--- config.mk ---
export PLATFORM = sky130hd
export DESIGN_NAME = acc_rr_arbiter
export DESIGN_NICKNAME = d
export VERILOG_FILES = /design/src/rtl/acc_rr_arbiter.sv
export SDC_FILE = /design/constraint.sdc
export NUM_CORES = 1
export LEC_CHECK = 0
export BUFFER_PORTS_ARGS = -buffer_cell sky130_fd_sc_hd__buf_2
export CORE_AREA = 2 2 393 395
export CTS_CLUSTER_SIZE = 30
export DETAILED_ROUTE_END_ITERATION = 7
export DIE_AREA = 0 0 395 397
export SYNTH_ARGS = -nofsm -noshare
export SYNTH_HDL_FRONTEND = slang
export SYNTH_SLANG_ARGS = --single-unit
--- constraint.sdc ---
create_clock -name clk_i -period 6.1 [get_ports clk_i]
set_input_delay 0.61 -clock clk_i [delete_from_list [all_inputs] [get_ports clk_i]]
set_output_delay 0.61 -clock clk_i [all_outputs]
set_load 0.03 [all_outputs]
--- src/rtl/acc_rr_arbiter.sv ---
// Round-robin arbiter sharing one accelerator request/response port among NumReq requesters.
// Optional feature: define ACC_ARB_RSP_REG_EN to add a one-entry pipeline register on the P path.
module acc_rr_arbiter #(
    parameter int NumReq    = 4,
    parameter int DataWidth = 32,
    parameter int AddrWidth = 32,
    parameter int IdWidth   = 4,
    parameter int IdxWidth  = $clog2(NumReq)
) (
    input  logic                         clk_i,
    input  logic                         rst_i,
    input  logic [AddrWidth-1:0]         slv_q_addr_i      [NumReq],
    input  logic [31:0]                  slv_q_data_op_i   [NumReq],
    input  logic [DataWidth-1:0]         slv_q_data_arga_i [NumReq],
    input  logic [DataWidth-1:0]         slv_q_data_argb_i [NumReq],
    input  logic [DataWidth-1:0]         slv_q_data_argc_i [NumReq],
    input  logic [IdWidth-1:0]           slv_q_id_i        [NumReq],
    input  logic [NumReq-1:0]            slv_q_valid_i,
    output logic [NumReq-1:0]            slv_q_ready_o,
    output logic [DataWidth-1:0]         slv_p_data0_o,
    output logic [DataWidth-1:0]         slv_p_data1_o,
    output logic                         slv_p_dual_writeback_o,
    output logic [4:0]                   slv_p_rd_o,
    output logic                         slv_p_error_o,
    output logic [IdWidth-1:0]           slv_p_id_o,
    output logic [NumReq-1:0]            slv_p_valid_o,
    input  logic [NumReq-1:0]            slv_p_ready_i,
    output logic [AddrWidth-1:0]         mst_q_addr_o,
    output logic [31:0]                  mst_q_data_op_o,
    output logic [DataWidth-1:0]         mst_q_data_arga_o,
    output logic [DataWidth-1:0]         mst_q_data_argb_o,
    output logic [DataWidth-1:0]         mst_q_data_argc_o,
    output logic [IdWidth+IdxWidth-1:0]  mst_q_id_o,
    output logic                         mst_q_valid_o,
    input  logic                         mst_q_ready_i,
    input  logic [DataWidth-1:0]         mst_p_data0_i,
    input  logic [DataWidth-1:0]         mst_p_data1_i,
    input  logic                         mst_p_dual_writeback_i,
    input  logic [4:0]                   mst_p_rd_i,
    input  logic                         mst_p_error_i,
    input  logic [IdWidth+IdxWidth-1:0]  mst_p_id_i,
    input  logic                         mst_p_valid_i,
    output logic                         mst_p_ready_o
);

    localparam int MstIdWidth = IdWidth + IdxWidth;

    logic [IdxWidth-1:0] rr_ptr;
    logic                lock;
    logic [IdxWidth-1:0] lock_idx;
    logic [IdxWidth-1:0] grant;
    logic                found;
    logic                q_valid;

    // Unlocked: first valid requester at or after rr_ptr, wrapping.
    always_comb begin
        grant = lock_idx;
        found = 1'b0;
        if (!lock) begin
            grant = rr_ptr;
            for (int i = 0; i < NumReq; i++) begin
                if (!found &&
                    slv_q_valid_i[(int'(rr_ptr) + i) % NumReq]) begin
                    found = 1'b1;
                    grant = IdxWidth'((int'(rr_ptr) + i) % NumReq);
                end
            end
        end
    end

    assign q_valid       = (|slv_q_valid_i) && !rst_i;
    assign mst_q_valid_o = q_valid;

    always_comb begin
        slv_q_ready_o     = '0;
        mst_q_addr_o      = '0;
        mst_q_data_op_o   = '0;
        mst_q_data_arga_o = '0;
        mst_q_data_argb_o = '0;
        mst_q_data_argc_o = '0;
        mst_q_id_o        = '0;
        for (int i = 0; i < NumReq; i++) begin
            if (int'(grant) == i) begin
                slv_q_ready_o[i]  = mst_q_ready_i && !rst_i;
                mst_q_addr_o      = slv_q_addr_i[i];
                mst_q_data_op_o   = slv_q_data_op_i[i];
                mst_q_data_arga_o = slv_q_data_arga_i[i];
                mst_q_data_argb_o = slv_q_data_argb_i[i];
                mst_q_data_argc_o = slv_q_data_argc_i[i];
                mst_q_id_o        = {grant, slv_q_id_i[i]};
            end
        end
    end

    always_ff @(posedge clk_i) begin
        if (rst_i) begin
            rr_ptr   <= '0;
            lock     <= 1'b0;
            lock_idx <= '0;
        end else if (q_valid) begin
            if (mst_q_ready_i) begin
                lock   <= 1'b0;
                rr_ptr <= IdxWidth'((int'(grant) + 1) % NumReq);
            end else begin
                lock     <= 1'b1;
                lock_idx <= grant;
            end
        end
    end

    logic [IdxWidth-1:0] p_idx;
    logic                idx_ok;

    assign p_idx  = mst_p_id_i[MstIdWidth-1:IdWidth];
    assign idx_ok = int'(p_idx) < NumReq;

`ifdef ACC_ARB_RSP_REG_EN
    logic                 full;
    logic [IdxWidth-1:0]  r_idx;
    logic [DataWidth-1:0] r_data0;
    logic [DataWidth-1:0] r_data1;
    logic                 r_dw;
    logic [4:0]           r_rd;
    logic                 r_err;
    logic [IdWidth-1:0]   r_id;
    logic                 r_ready;
    logic                 drain;
    logic                 accept;

    always_comb begin
        r_ready = 1'b0;
        for (int i = 0; i < NumReq; i++) begin
            if (int'(r_idx) == i) r_ready = slv_p_ready_i[i];
        end
    end

    assign drain         = full && r_ready;
    assign mst_p_ready_o = !rst_i && (!full || drain);
    assign accept        = mst_p_valid_i && mst_p_ready_o;

    // Out-of-range indices are accepted but never stored.
    always_ff @(posedge clk_i) begin
        if (rst_i) begin
            full <= 1'b0;
        end else if (accept && idx_ok) begin
            full <= 1'b1;
        end else if (drain) begin
            full <= 1'b0;
        end
    end

    always_ff @(posedge clk_i) begin
        if (accept && idx_ok) begin
            r_idx   <= p_idx;
            r_data0 <= mst_p_data0_i;
            r_data1 <= mst_p_data1_i;
            r_dw    <= mst_p_dual_writeback_i;
            r_rd    <= mst_p_rd_i;
            r_err   <= mst_p_error_i;
            r_id    <= mst_p_id_i[IdWidth-1:0];
        end
    end

    assign slv_p_data0_o          = r_data0;
    assign slv_p_data1_o          = r_data1;
    assign slv_p_dual_writeback_o = r_dw;
    assign slv_p_rd_o             = r_rd;
    assign slv_p_error_o          = r_err;
    assign slv_p_id_o             = r_id;

    always_comb begin
        slv_p_valid_o = '0;
        for (int i = 0; i < NumReq; i++) begin
            if (int'(r_idx) == i) slv_p_valid_o[i] = full && !rst_i;
        end
    end
`else
    logic sel_ready;

    always_comb begin
        sel_ready     = 1'b0;
        slv_p_valid_o = '0;
        for (int i = 0; i < NumReq; i++) begin
            if (int'(p_idx) == i) begin
                sel_ready        = slv_p_ready_i[i];
                slv_p_valid_o[i] = mst_p_valid_i && !rst_i;
            end
        end
    end

    assign mst_p_ready_o          = !rst_i && (idx_ok ? sel_ready : 1'b1);
    assign slv_p_data0_o          = mst_p_data0_i;
    assign slv_p_data1_o          = mst_p_data1_i;
    assign slv_p_dual_writeback_o = mst_p_dual_writeback_i;
    assign slv_p_rd_o             = mst_p_rd_i;
    assign slv_p_error_o          = mst_p_error_i;
    assign slv_p_id_o             = mst_p_id_i[IdWidth-1:0];
`endif

`ifndef SYNTHESIS
    rsp_idx_range: assert property (
        @(posedge clk_i) disable iff (rst_i)
        mst_p_valid_i |-> idx_ok
    ) else $warning("response index out of range, response sunk");

    locked_req_held: assert property (
        @(posedge clk_i) disable iff (rst_i)
        lock |-> slv_q_valid_i[lock_idx]
    ) else $error("locked requester dropped valid");
`endif

endmodule

; Yosys cells after proc, flatten, opt, wreduce, memory -nomap -nowiden
; Cells that the tools add are included.
[totals]
regBits = 5
wordCells = 98
inputBits = 745
out_inout_bits = 251
[op_classes]
magnitude_cmp = 4
n_mux = 58
add_sub_neg = 4
eq_ne = 6
bitwise_logic = 4
n_reduce_logical = 19
[op_table]
columns = operator, n
row1 = 2-to-1 mux 32 bit, 20
row2 = 2-to-1 mux 1 bit, 26
row3 = 2-to-1 mux 6 bit, 4
row4 = < comparator 3 x 4 -> 1 bit (second input constant), 3
row5 = binary-select mux 1 bit (select 2 bit), 4
row6 = equality test 2 bit (second input constant), 4
row7 = 2-to-1 mux 2 bit, 4
row8 = logical AND 1 bit, 7
row9 = OR reduction 2 bit, 3
row10 = adder 2 x 1 -> 2 bit (second input constant), 2
row11 = adder 2 bit (second input constant), 2
row12 = equality test 2 x 1 -> 1 bit (second input constant), 2
row13 = zero test 1 bit, 4
row14 = zero test 2 bit, 2
row15 = AND reduction 2 bit, 2
row16 = OR reduction 4 bit, 1
row17 = AND 1 bit (first input constant), 3
row18 = < comparator 2 x 3 -> 1 bit (second input constant), 1
row19 = NOT 1 bit, 1

; Logic depth before layout (Yosys ltp)
; Gate-level depths: netlist (run 1).
[depth]
depth_word = 22
mapped_depth = 14
mapped_depth_nobuf = 10

; Worst setup path after synthesis (run 1)
; OpenSTA, ideal clock, no wires.
[synth_timing]
kind = input port to output port
start = input slv_q_valid_i[0]
end = output mst_q_data_argc_o[10]
arrival_time_ns = 2.917
cell_stages = 13
t_required_ns = 5.490
setup_slack_ns = 2.573
path_buffers = 3
cell_sequence = nor2_1 -> a211o_1 -> a41oi_2 -> inv_1 -> ha_1 -> buf_2 -> nor2b_2 -> buf_6 -> buf_2 -> a22oi_1 -> nor2_1 -> a21oi_1 -> o21ai_0
[synth_via]
elab_chain_cells = 21
word_cells_on_any_way = 35
cone_classes = eq/ne: 3 / mux: 25 / reduce/logical: 7
[synth_rtl]
columns = element, line
row1 = "start, declared", 18  ; input logic [NumReq-1:0] slv_q_valid_i,
row2 = binary-select mux 1 bit (select 2 bit), 63  ; slv_q_valid_i[(int'(rr_ptr) + i) % NumReq]) begin
row3 = 2-to-1 mux 1 bit (not written as such), 63
row4 = 2-to-1 mux 1 bit, 62  ; if (!found &&
row5 = 2-to-1 mux 1 bit, 59  ; if (!lock) begin
row6 = zero test 1 bit, 62
row7 = logical AND 1 bit, 62
row8 = 2-to-1 mux 1 bit, 62
row9 = 2-to-1 mux 1 bit, 59
row10 = [4 not listed], --
row11 = zero test 1 bit, 62
row12 = logical AND 1 bit, 62
row13 = 2-to-1 mux 2 bit (*), 62
row14 = 2-to-1 mux 2 bit (*), 59
row15 = named net grant[0], 51  ; logic [IdxWidth-1:0] grant;
row16 = zero test 2 bit, 83  ; if (int'(grant) == i) begin
row17 = 2-to-1 mux 32 bit (3 in series), 83
row18 = 2-to-1 mux 32 bit (*), 83
row19 = "end, declared", 32  ; output logic [DataWidth-1:0] mst_q_data_argc_o,
; The timed path passes the listed nets; every way through them passes the cells marked *. The select of a mux whose other input is x is not followed.

; Final worst setup path (run 1)
[layout_timing]
start = input slv_q_valid_i[0]
end = output mst_q_data_argb_o[2]
[layout_via]
elab_chain_cells = 21
word_cells_on_any_way = 35
cone_classes = eq/ne: 3 / mux: 25 / reduce/logical: 7
[layout_rtl]
columns = element, line
row1 = binary-select mux 1 bit (select 2 bit), 63
row2 = 2-to-1 mux 1 bit (not written as such), 63
row3 = 2-to-1 mux 1 bit, 62
row4 = 2-to-1 mux 1 bit, 59
row5 = zero test 1 bit, 62
row6 = logical AND 1 bit, 62
row7 = 2-to-1 mux 1 bit, 62
row8 = 2-to-1 mux 1 bit, 59
row9 = [3 not listed], --
row10 = 2-to-1 mux 1 bit, 59
row11 = zero test 1 bit, 62
row12 = logical AND 1 bit, 62
row13 = 2-to-1 mux 2 bit (*), 62
row14 = 2-to-1 mux 2 bit (*), 59
row15 = zero test 2 bit, 83
row16 = 2-to-1 mux 32 bit (3 in series), 83
row17 = 2-to-1 mux 32 bit (*), 83
row18 = "end, declared", 31  ; output logic [DataWidth-1:0] mst_q_data_argb_o,
; Every way passes the cells marked *; elsewhere a longest branch is shown, timed or not. The select of a mux whose other input is x is not followed.

==> impl_metrics.ini, run 1 <==
[floorplan]
start_util_pct = 3.88
die-area_um2 = 157000
rows = 144
dieHeight_um = 397
core_area_um2 = 153000
die_x_um = 395
ioPinCount = 996

[sta]
report.final.slew_viol_count = 0
slew_headroom_pct = 37.7
fin_crit_sh_pct = 76.0
setup_tns_ps = 0
period_needed_ps = 4640
finalHoldViolations = 0
grt_setup_unrepaired = false
fmax_ghz = 0.216
setup_viol = 0
tightestPinTransition_ps = 935
skew_ps = 3.03

[drt]
viasPerCell = 3.03
drc_errors = 0
wirelength_mm = 88.1
drtPass1Iterations = 7
num_vias = 11580
drtAntennaViolNets = 0
wl_per_cell_um = 23.1
drt-initial-drc-count = 1150

[hold_path]
hold_path.class = reg2reg

[clock_network]
clk_pin_slew_ps = 30
cts_made_buffers = 3
clk_latency_ps = 230
cts_resized = 0
cts_hold_buf = 0
htreeDepth = 1
clock_path_buffers = 2
root_buffer = clkbuf_16
cts_tree = built
post-cts-setup-buffers = 0
cts.sinks = 5

[synth]
synthCells = 1076
avgSynthCellArea_um2 = 5.52
ys.warnings.count = 0
syn-num-nets = 1825
yosys_register_bits = 5
synth_cell_types = 34
synth_ff_type = dfxtp_1
ys_seq_area_share_pct = 1.69
synth_edf_count = 0
ys_async_sr_fraction_pct = 0
synthesis.area_um2 = 5940

[final_layout]
drive_gt1_share_pct = 51.9
mostFrequentLayoutCells = buf_2 (845), nor2_1 (172), nand2_1 (172)
layout_commonest_cell = buf_2
stdcell_count = 3820
n_fill_cell = 18154
num-nets-final = 2504
syn_to_final_growth_pct = 102

[run_status]
status = complete, no violations

[power_and_ir_drop]
total_power_mw = 2.83
peakVddDrop_mv = 0.147
powerDensity_nw_per_um2 = 236
p_leak_nw = 5.20

[placement]
gp_congestion = 0.927
dp_cells = 3794
dp_hpwl_mm = 79.6
io_buffers = 845

[global_routing]
grt_max_degree = 91
track_usage_pct = 10.5
antenna_found_initial = 96
grt_pass1_vias = 10207
grt_first_pass_wirelength_mm = 107
overflow = 0

[job]
drv_cap = 0

[critical_path]
worst_path_most_repeated_cell = buf_2
slowest_delay_ps = 660
cp.required_ps = 5490
critPathSlowestCell = buf_4
path_delay_family = buffers and inverters
path_class = in2out
timing.critical_path.buf_inv = 4
cp_max_fo = 64
startpoint_type = primary input
critical_path.cell_chain = buf_2 -> nor2b_1 -> o21bai_1 -> a41oi_2 -> inv_1 -> ha_4 -> buf_4 -> a22oi_1 -> nor2_1 -> a21oi_1 -> o21ai_0 -> buf_2
cp-end-kind = output port
cp_data_arrival_time_ps = 4030
==> layout make-up <==
class	instances	area, um^2	share of cell area [%]
Sequential cell	5	100	0.835
Timing Repair Buffer	862	4460	37.2
Clock buffer	4	78.8	0.658
Inverter	4	15.0	0.125
Multi-Input combinational cell	879	4720	39.4
Antenna cell	22	55.1	0.459
Tap cell	2044	2560	21.3
==> report_power, final <==
part / switching (mW) / total, mW / internal [mW]
Combinational: 1.95 / 2.68 / 0.731
Clock: 0.0220 / 0.109 / 0.0866
Sequential: 0.00311 / 0.0391 / 0.0360
Total: 1.98 / 2.83 / 0.854
==> state kept, by name, summed over array words and instances (netlist names) <==
register / count
lock_idx: 2
rr_ptr: 2
lock: 1
==> through the flow <==
stage | worst slack, ps | instance area (um^2) | hold WS [ps] | utilization, %
final | 1460 | 12000 | 477 | 7.84
after global routing | 1190 | 12000 | 503 | 7.82
after CTS | 1350 | 11900 | 471 | 7.80
after detailed placement | 1350 | 11900 | 465 | 7.75
after global placement | 1360 | 11900 | 459 | 7.75
after floorplan | 2570 | 5940 | 446 | -
==> cells by family after synthesis <==
family,count (synthesis),share of synthesized area (%)
adders and majority gates,4,0.843
AOI/OAI and AO/OA,506,53.4
muxes,1,0.379
DFF,5,1.69
and+or+nand+nor,368,24.3
buffers and inverters,192,19.5
==> final timing paths <==
check	from	end	slack, ps	cells past startpoint
hold reg to reg	lock_idx[0]	lock_idx[0]	480	2
setup reg to reg	rr_ptr[1]	rr_ptr[1]	4390	7
hold / removal	lock_idx[0]	lock_idx[0]	480	2
setup / recovery	slv_q_valid_i[0]	mst_q_data_argb_o[2]	1460	12
==> routing by layer <==
metal	vias to the layer above	wire length, um	share of wire, %	track usage, %
met5	-	209	0.24	0.817
met4	20	2560	2.9	2.09
met3	182	11300	13	5.03
met2	939	41500	47	17.8
met1	5305	32500	37	11.8
li1	5134	-	-	-
==> synthesized netlist by cell type, types with 2 or more instances <==
cell / count / area (um^2)
buf_6: 5 / 56.3
dfxtp_1: 5 / 100
and2_1: 5 / 31.3
nand2b_1: 2 / 12.5
a22oi_1: 123 / 923
buf_1: 3 / 11.3
o21ai_0: 95 / 475
ha_1: 4 / 50.1
nand2_1: 172 / 646
o21a_1: 2 / 15.0
nor2_1: 172 / 646
buf_4: 77 / 578
clkbuf_1: 52 / 195
inv_1: 4 / 15.0
nand3_1: 3 / 15.0
nor3_1: 2 / 10.0
a22oi_2: 40 / 500
a21oi_1: 170 / 851
buf_2: 47 / 235
nor2b_1: 7 / 43.8
o21ai_1: 71 / 355
buf_8: 3 / 45.0
==> worst reg2reg max path: cells and delay by family (launching register included) <==
family | cells | cell delay, ps
compound gates | 4 | 650
flops | 1 | 350
fa+ha+maj | 1 | 280
simple gates | 2 | 290
(Power assumes the default switching activity.)
==> run 2, diff against run 1 <==
==> constraint.sdc (replaced) <==
create_clock -name clk_i -period 3.75 [get_ports clk_i]
set_input_delay 0.375 -clock clk_i [delete_from_list [all_inputs] [get_ports clk_i]]
set_output_delay 0.375 -clock clk_i [all_outputs]
set_load 0.03 [all_outputs]
==> impl_metrics.ini, run 2 (same netlist as run 1, synthesis figures left out) <==
[run_status]
status = complete, no violations

[placement]
dp_slack_ps = 16.1
dp_hpwl_mm = 82.1
gp_congestion = 0.938
io_buffers = 845

[critical_path]
crit_cells = 16
crit_path_end = mst_q_data_op_o[15]
path_class = in2out
r2r-end = rr_ptr[1]
timing.critical_path.buf_inv = 7
cp_data_arrival_time_ps = 3200
rr_worst_depth = 7
cp_max_fo = 12
cp-startpoint = slv_q_valid_i[2]
path_delay_family = buffers and inverters
ff2ff_setup_slack_ps = 2140
cp-end-kind = output port
startpoint_type = primary input
critPathSlowestCell = a211o_1
cp.required_ps = 3380
worstReg2RegStart = rr_ptr[1]
critical_path.cell_chain = buf_2 -> nor2_1 -> a211o_1 -> a41oi_2 -> inv_1 -> ha_4 -> nor2b_4 -> buf_4 -> buf_12 -> buf_12 -> a22oi_2 -> nor2_1 -> a21oi_1 -> o21ai_1 -> buf_4 -> buf_2
slowest_delay_ps = 320

[sta]
fin_crit_sh_pct = 95.3
period_needed_ps = 3570
report.final.slew_viol_count = 0
setup_viol = 0
skew_ps = 3.78
finalHoldViolations = 0
tightestPinTransition_ps = 779
slew_headroom_pct = 48.1
fin_ws_ps = 177
fmax_ghz = 0.280

[clock_network]
cts.sinks = 5
clk_pin_slew_ps = 30
cts_made_buffers = 3
htreeDepth = 1
root_buffer = clkbuf_16
cts_hold_buf = 0
clk_latency_ps = 230
cts_tree = built
clock_path_buffers = 2

[drt]
drc_errors = 0
met2_length_mm = 43.0
met3WireLength_mm = 11.7
wirelength_mm = 90.7
num_vias = 11783
wl_per_cell_um = 23.4
drtAntennaViolNets = 0
drt-initial-drc-count = 978
drtPass1Iterations = 5
viasPerCell = 3.04
wl_met1_mm = 33.4
top_layer_used = met5

[final_layout]
syn_to_final_growth_pct = 127
reg_top3 = lock_idx (2), rr_ptr (2), lock (1)
mostFrequentLayoutCells = buf_2 (785), nor2_1 (172), nand2_1 (172)
layout_commonest_cell = buf_2
num-nets-final = 2566
drive_gt1_share_pct = 53.8
final_util_pct = 8.81

[power_and_ir_drop]
peakVddDrop_mv = 0.184
powerDensity_nw_per_um2 = 418
p_leak_nw = 5.81

[floorplan]
core_area_um2 = 153000
ioPinCount = 996
dieHeight_um = 397
die_x_um = 395
start_util_pct = 3.88
rows = 144
die-area_um2 = 157000

[global_routing]
overflow = 0
antenna_found_initial = 99
grt_max_degree = 78
track_usage_pct = 10.7
grt_first_pass_wirelength_mm = 110
grt_pass1_vias = 10686

[hold_path]
hold_path.class = reg2reg

[job]
drv_cap = 0
-- run 2: cell count changes in the layout (fill, tap and decap cells not counted), moves of 2 or more --
cell / change
a22oi_2: +2
o21ai_1: +5
clkbuf_16: +2
diode_2: -5
buf_4: +52
buf_12: +67
o21ai_0: -5
buf_2: -60
a22oi_1: -2
-- run 2: metal layers --
layer | vias up | global-route usage, %
met5 | - | 0
met4 | 18 | 1.87
met3 | 182 | 5.18
met2 | 933 | 18.2
met1 | 5393 | 12.2
li1 | 5257 | -
-- run 2: worst min-delay path by stage --
stage                       start          end  slack (ps)  cells after the start
floorplan             lock_idx[0]  lock_idx[0]         450                      2
global placement      lock_idx[0]  lock_idx[0]         460                      2
detailed placement    lock_idx[0]  lock_idx[0]         470                      2
CTS                 mst_q_ready_i    rr_ptr[0]         470                      3
global route          lock_idx[0]  lock_idx[0]         500                      2
finish                lock_idx[0]  lock_idx[0]         470                      2
-- run 2: power breakdown --
group | switching (mW) | internal, mW
clock | 0.0368 | 0.141
sequential | 0.00482 | 0.0585
combinational | 3.41 | 1.99
total | 3.45 | 2.19
-- run 2: final cells by class --
| type | count | area (um^2) |
|---|---|---|
| Antenna cell | 17 | 42.5 |
| Timing Repair Buffer | 924 | 5950 |
| Clock buffer | 4 | 78.8 |
| Sequential cell | 5 | 100 |
| Inverter | 4 | 15.0 |
| Multi-Input combinational cell | 879 | 4740 |
| Fill cell | 18072 | 139000 |
| Tap cell | 2044 | 2560 |
-- run 2: timing repair --
action / in CTS / in global routing
pin swaps: 0 / 1
buffers inserted: 0 / 6
gates resized for setup: 1 / 9
cloned: 0 / 2
endpoints found under the setup margin: 1 / 58
-- run 2: stage by stage --
| stage | cell area [um^2] | hold slack, ps | total power, mW | TNS [ps] | std cells |
|---|---|---|---|---|---|
| floorplan | 5940 | 446 | 2.70 | 0 | 1076 |
| global placement | 13200 | 457 | 5.42 | -7.64 | 3848 |
| detailed placement | 13200 | 467 | 5.44 | 0 | 3848 |
| CTS | 13300 | 465 | 5.64 | 0 | 3852 |
| global route | 13500 | 499 | 6.05 | -90.7 | 3865 |
| finish | 13500 | 468 | 5.64 | 0 | 3877 |
-- run 2: worst register-to-register path, stage by stage, from the launching register on --
cell and delay [ps]:
dfxtp_1 400, nor3_1 80, a31oi_1 220, a21oi_2 120, o21a_2 250, ha_1 290
nand3_1 60, a21oi_1 120
==> run 3, diff against run 2 <==
--- a/config.mk
+++ b/config.mk
@@ -10,6 +10,7 @@
 export CTS_CLUSTER_SIZE = 30
 export DETAILED_ROUTE_END_ITERATION = 7
 export DIE_AREA = 0 0 395 397
+export RECOVER_POWER = 50
 export SYNTH_ARGS = -nofsm -noshare
 export SYNTH_HDL_FRONTEND = slang
 export SYNTH_SLANG_ARGS = --single-unit
==> impl_metrics.ini, run 3 (same netlist as run 1, synthesis figures left out) <==
[run_status]
status = complete, no violations

[sta]
fin_crit_sh_pct = 95.2
setup_tns_ps = 0
fmax_ghz = 0.280
period_needed_ps = 3570
setup_viol = 0
slew_headroom_pct = 48.0
tightestPinTransition_ps = 780
skew_ps = 3.76
report.final.slew_viol_count = 0
finalHoldViolations = 0

[floorplan]
die-area_um2 = 157000
ioPinCount = 996
core_area_um2 = 153000
die_x_um = 395
dieHeight_um = 397
start_util_pct = 3.88
rows = 144

[drt]
viasPerCell = 3.04
drtPass1Iterations = 5
wirelength_mm = 90.6
num_vias = 11788
drtAntennaViolNets = 0
drt-initial-drc-count = 986
wl_per_cell_um = 23.4
drc_errors = 0

[final_layout]
drive_gt1_share_pct = 53.4
mostFrequentLayoutCells = buf_2 (777), nor2_1 (172), nand2_1 (172)
reg_top3 = lock_idx (2), rr_ptr (2), lock (1)
layout_commonest_cell = buf_2
num-nets-final = 2566
n_fill_cell = 18077
syn_to_final_growth_pct = 127

[critical_path]
path_class = reg2out
cp.required_ps = 3380
critical_path.cell_chain = nor3_1 -> a31oi_1 -> a21oi_2 -> o21a_2 -> ha_1 -> nor2b_4 -> buf_4 -> buf_12 -> a22oi_1 -> buf_4 -> nor2_1 -> buf_4 -> a21oi_1 -> o21ai_0 -> buf_2
cp-end-kind = output port
cp_max_fo = 31
critPathSlowestCell = dfxtp_1
slowest_delay_ps = 400
worst_path_most_repeated_cell = buf_4
cp_data_arrival_time_ps = 3200
startpoint_type = flop

[global_routing]
grt_max_degree = 78
overflow = 0
track_usage_pct = 10.7
antenna_found_initial = 99
grt_pass1_vias = 10686
grt_first_pass_wirelength_mm = 110

[job]
drv_cap = 0

[placement]
dp_hpwl_mm = 82.1
io_buffers = 845
gp_congestion = 0.938

[clock_network]
clk_latency_ps = 230
clock_path_buffers = 2
root_buffer = clkbuf_16
htreeDepth = 1
cts_tree = built
cts_hold_buf = 0
cts_made_buffers = 3
cts.sinks = 5
clk_pin_slew_ps = 40

[power_and_ir_drop]
powerDensity_nw_per_um2 = 418
p_leak_nw = 5.78
peakVddDrop_mv = 0.183
total_power_mw = 5.63

[hold_path]
hold_path.class = reg2reg
[run 3: final cells by class]
cell class,instances,area [um^2],area share [%]
antenna,16,40.0,0.297
clock buffer,4,78.8,0.585
inverter,4,15.0,0.111
multi-input combinational,879,4740,35.2
sequential,5,100,0.743
tap,2044,2560,19.0
timing repair buffer,924,5940,44.1
[run 3: timing repair]
action	in CTS	in global routing
pin swaps	0	1
setup buffers	0	6
endpoints found under the setup margin	1	58
gates resized for setup	1	9
cloned	0	2
[run 3: path summary, 6_finish.rpt]
path,slack [ps],cells after the start,from,to
setup / recovery,180,15,rr_ptr[1],mst_q_addr_o[31]
hold reg to reg,470,2,lock_idx[0],lock_idx[0]
hold / removal,470,2,lock_idx[0],lock_idx[0]
setup reg to reg,2130,7,rr_ptr[1],rr_ptr[1]
[run 3: critical path, delay by kind of cell (launching register included)]
family	cells	cell delay [ps]
simple gates	3	290
flops	1	400
fa+ha+maj	1	210
compound gates	6	1100
buf+inv	5	940
[run 3: through the flow]
stage                     setup slack [ps]  util (%)  hold WS [ps]  instance area, um^2  instances
final                                  179      8.80           468                13500       3876
after floorplan                        693         -           446                 5940       1076
after global routing                 -45.8      8.79           499                13400       3865
after global placement               -7.64      8.65           457                13200       3848
after CTS                             42.3      8.70           465                13300       3852
after detailed placement              16.1      8.65           467                13200       3848
[run 3: power by group]
part / internal (mW) / total [mW] / switching (mW)
Sequential: 0.0585 / 0.0632 / 0.00477
Combinational: 1.99 / 5.39 / 3.41
Clock: 0.141 / 0.177 / 0.0363
Total: 2.19 / 5.63 / 3.45
[run 3: layer usage]
metal | vias to the layer above | routed length, um | GRT usage (%)
li1 | 5258 | - | -
met1 | 5415 | 33400 | 12.2
met2 | 917 | 42900 | 18.2
met3 | 180 | 11700 | 5.18
met4 | 18 | 2370 | 1.87
met5 | - | 215 | 0
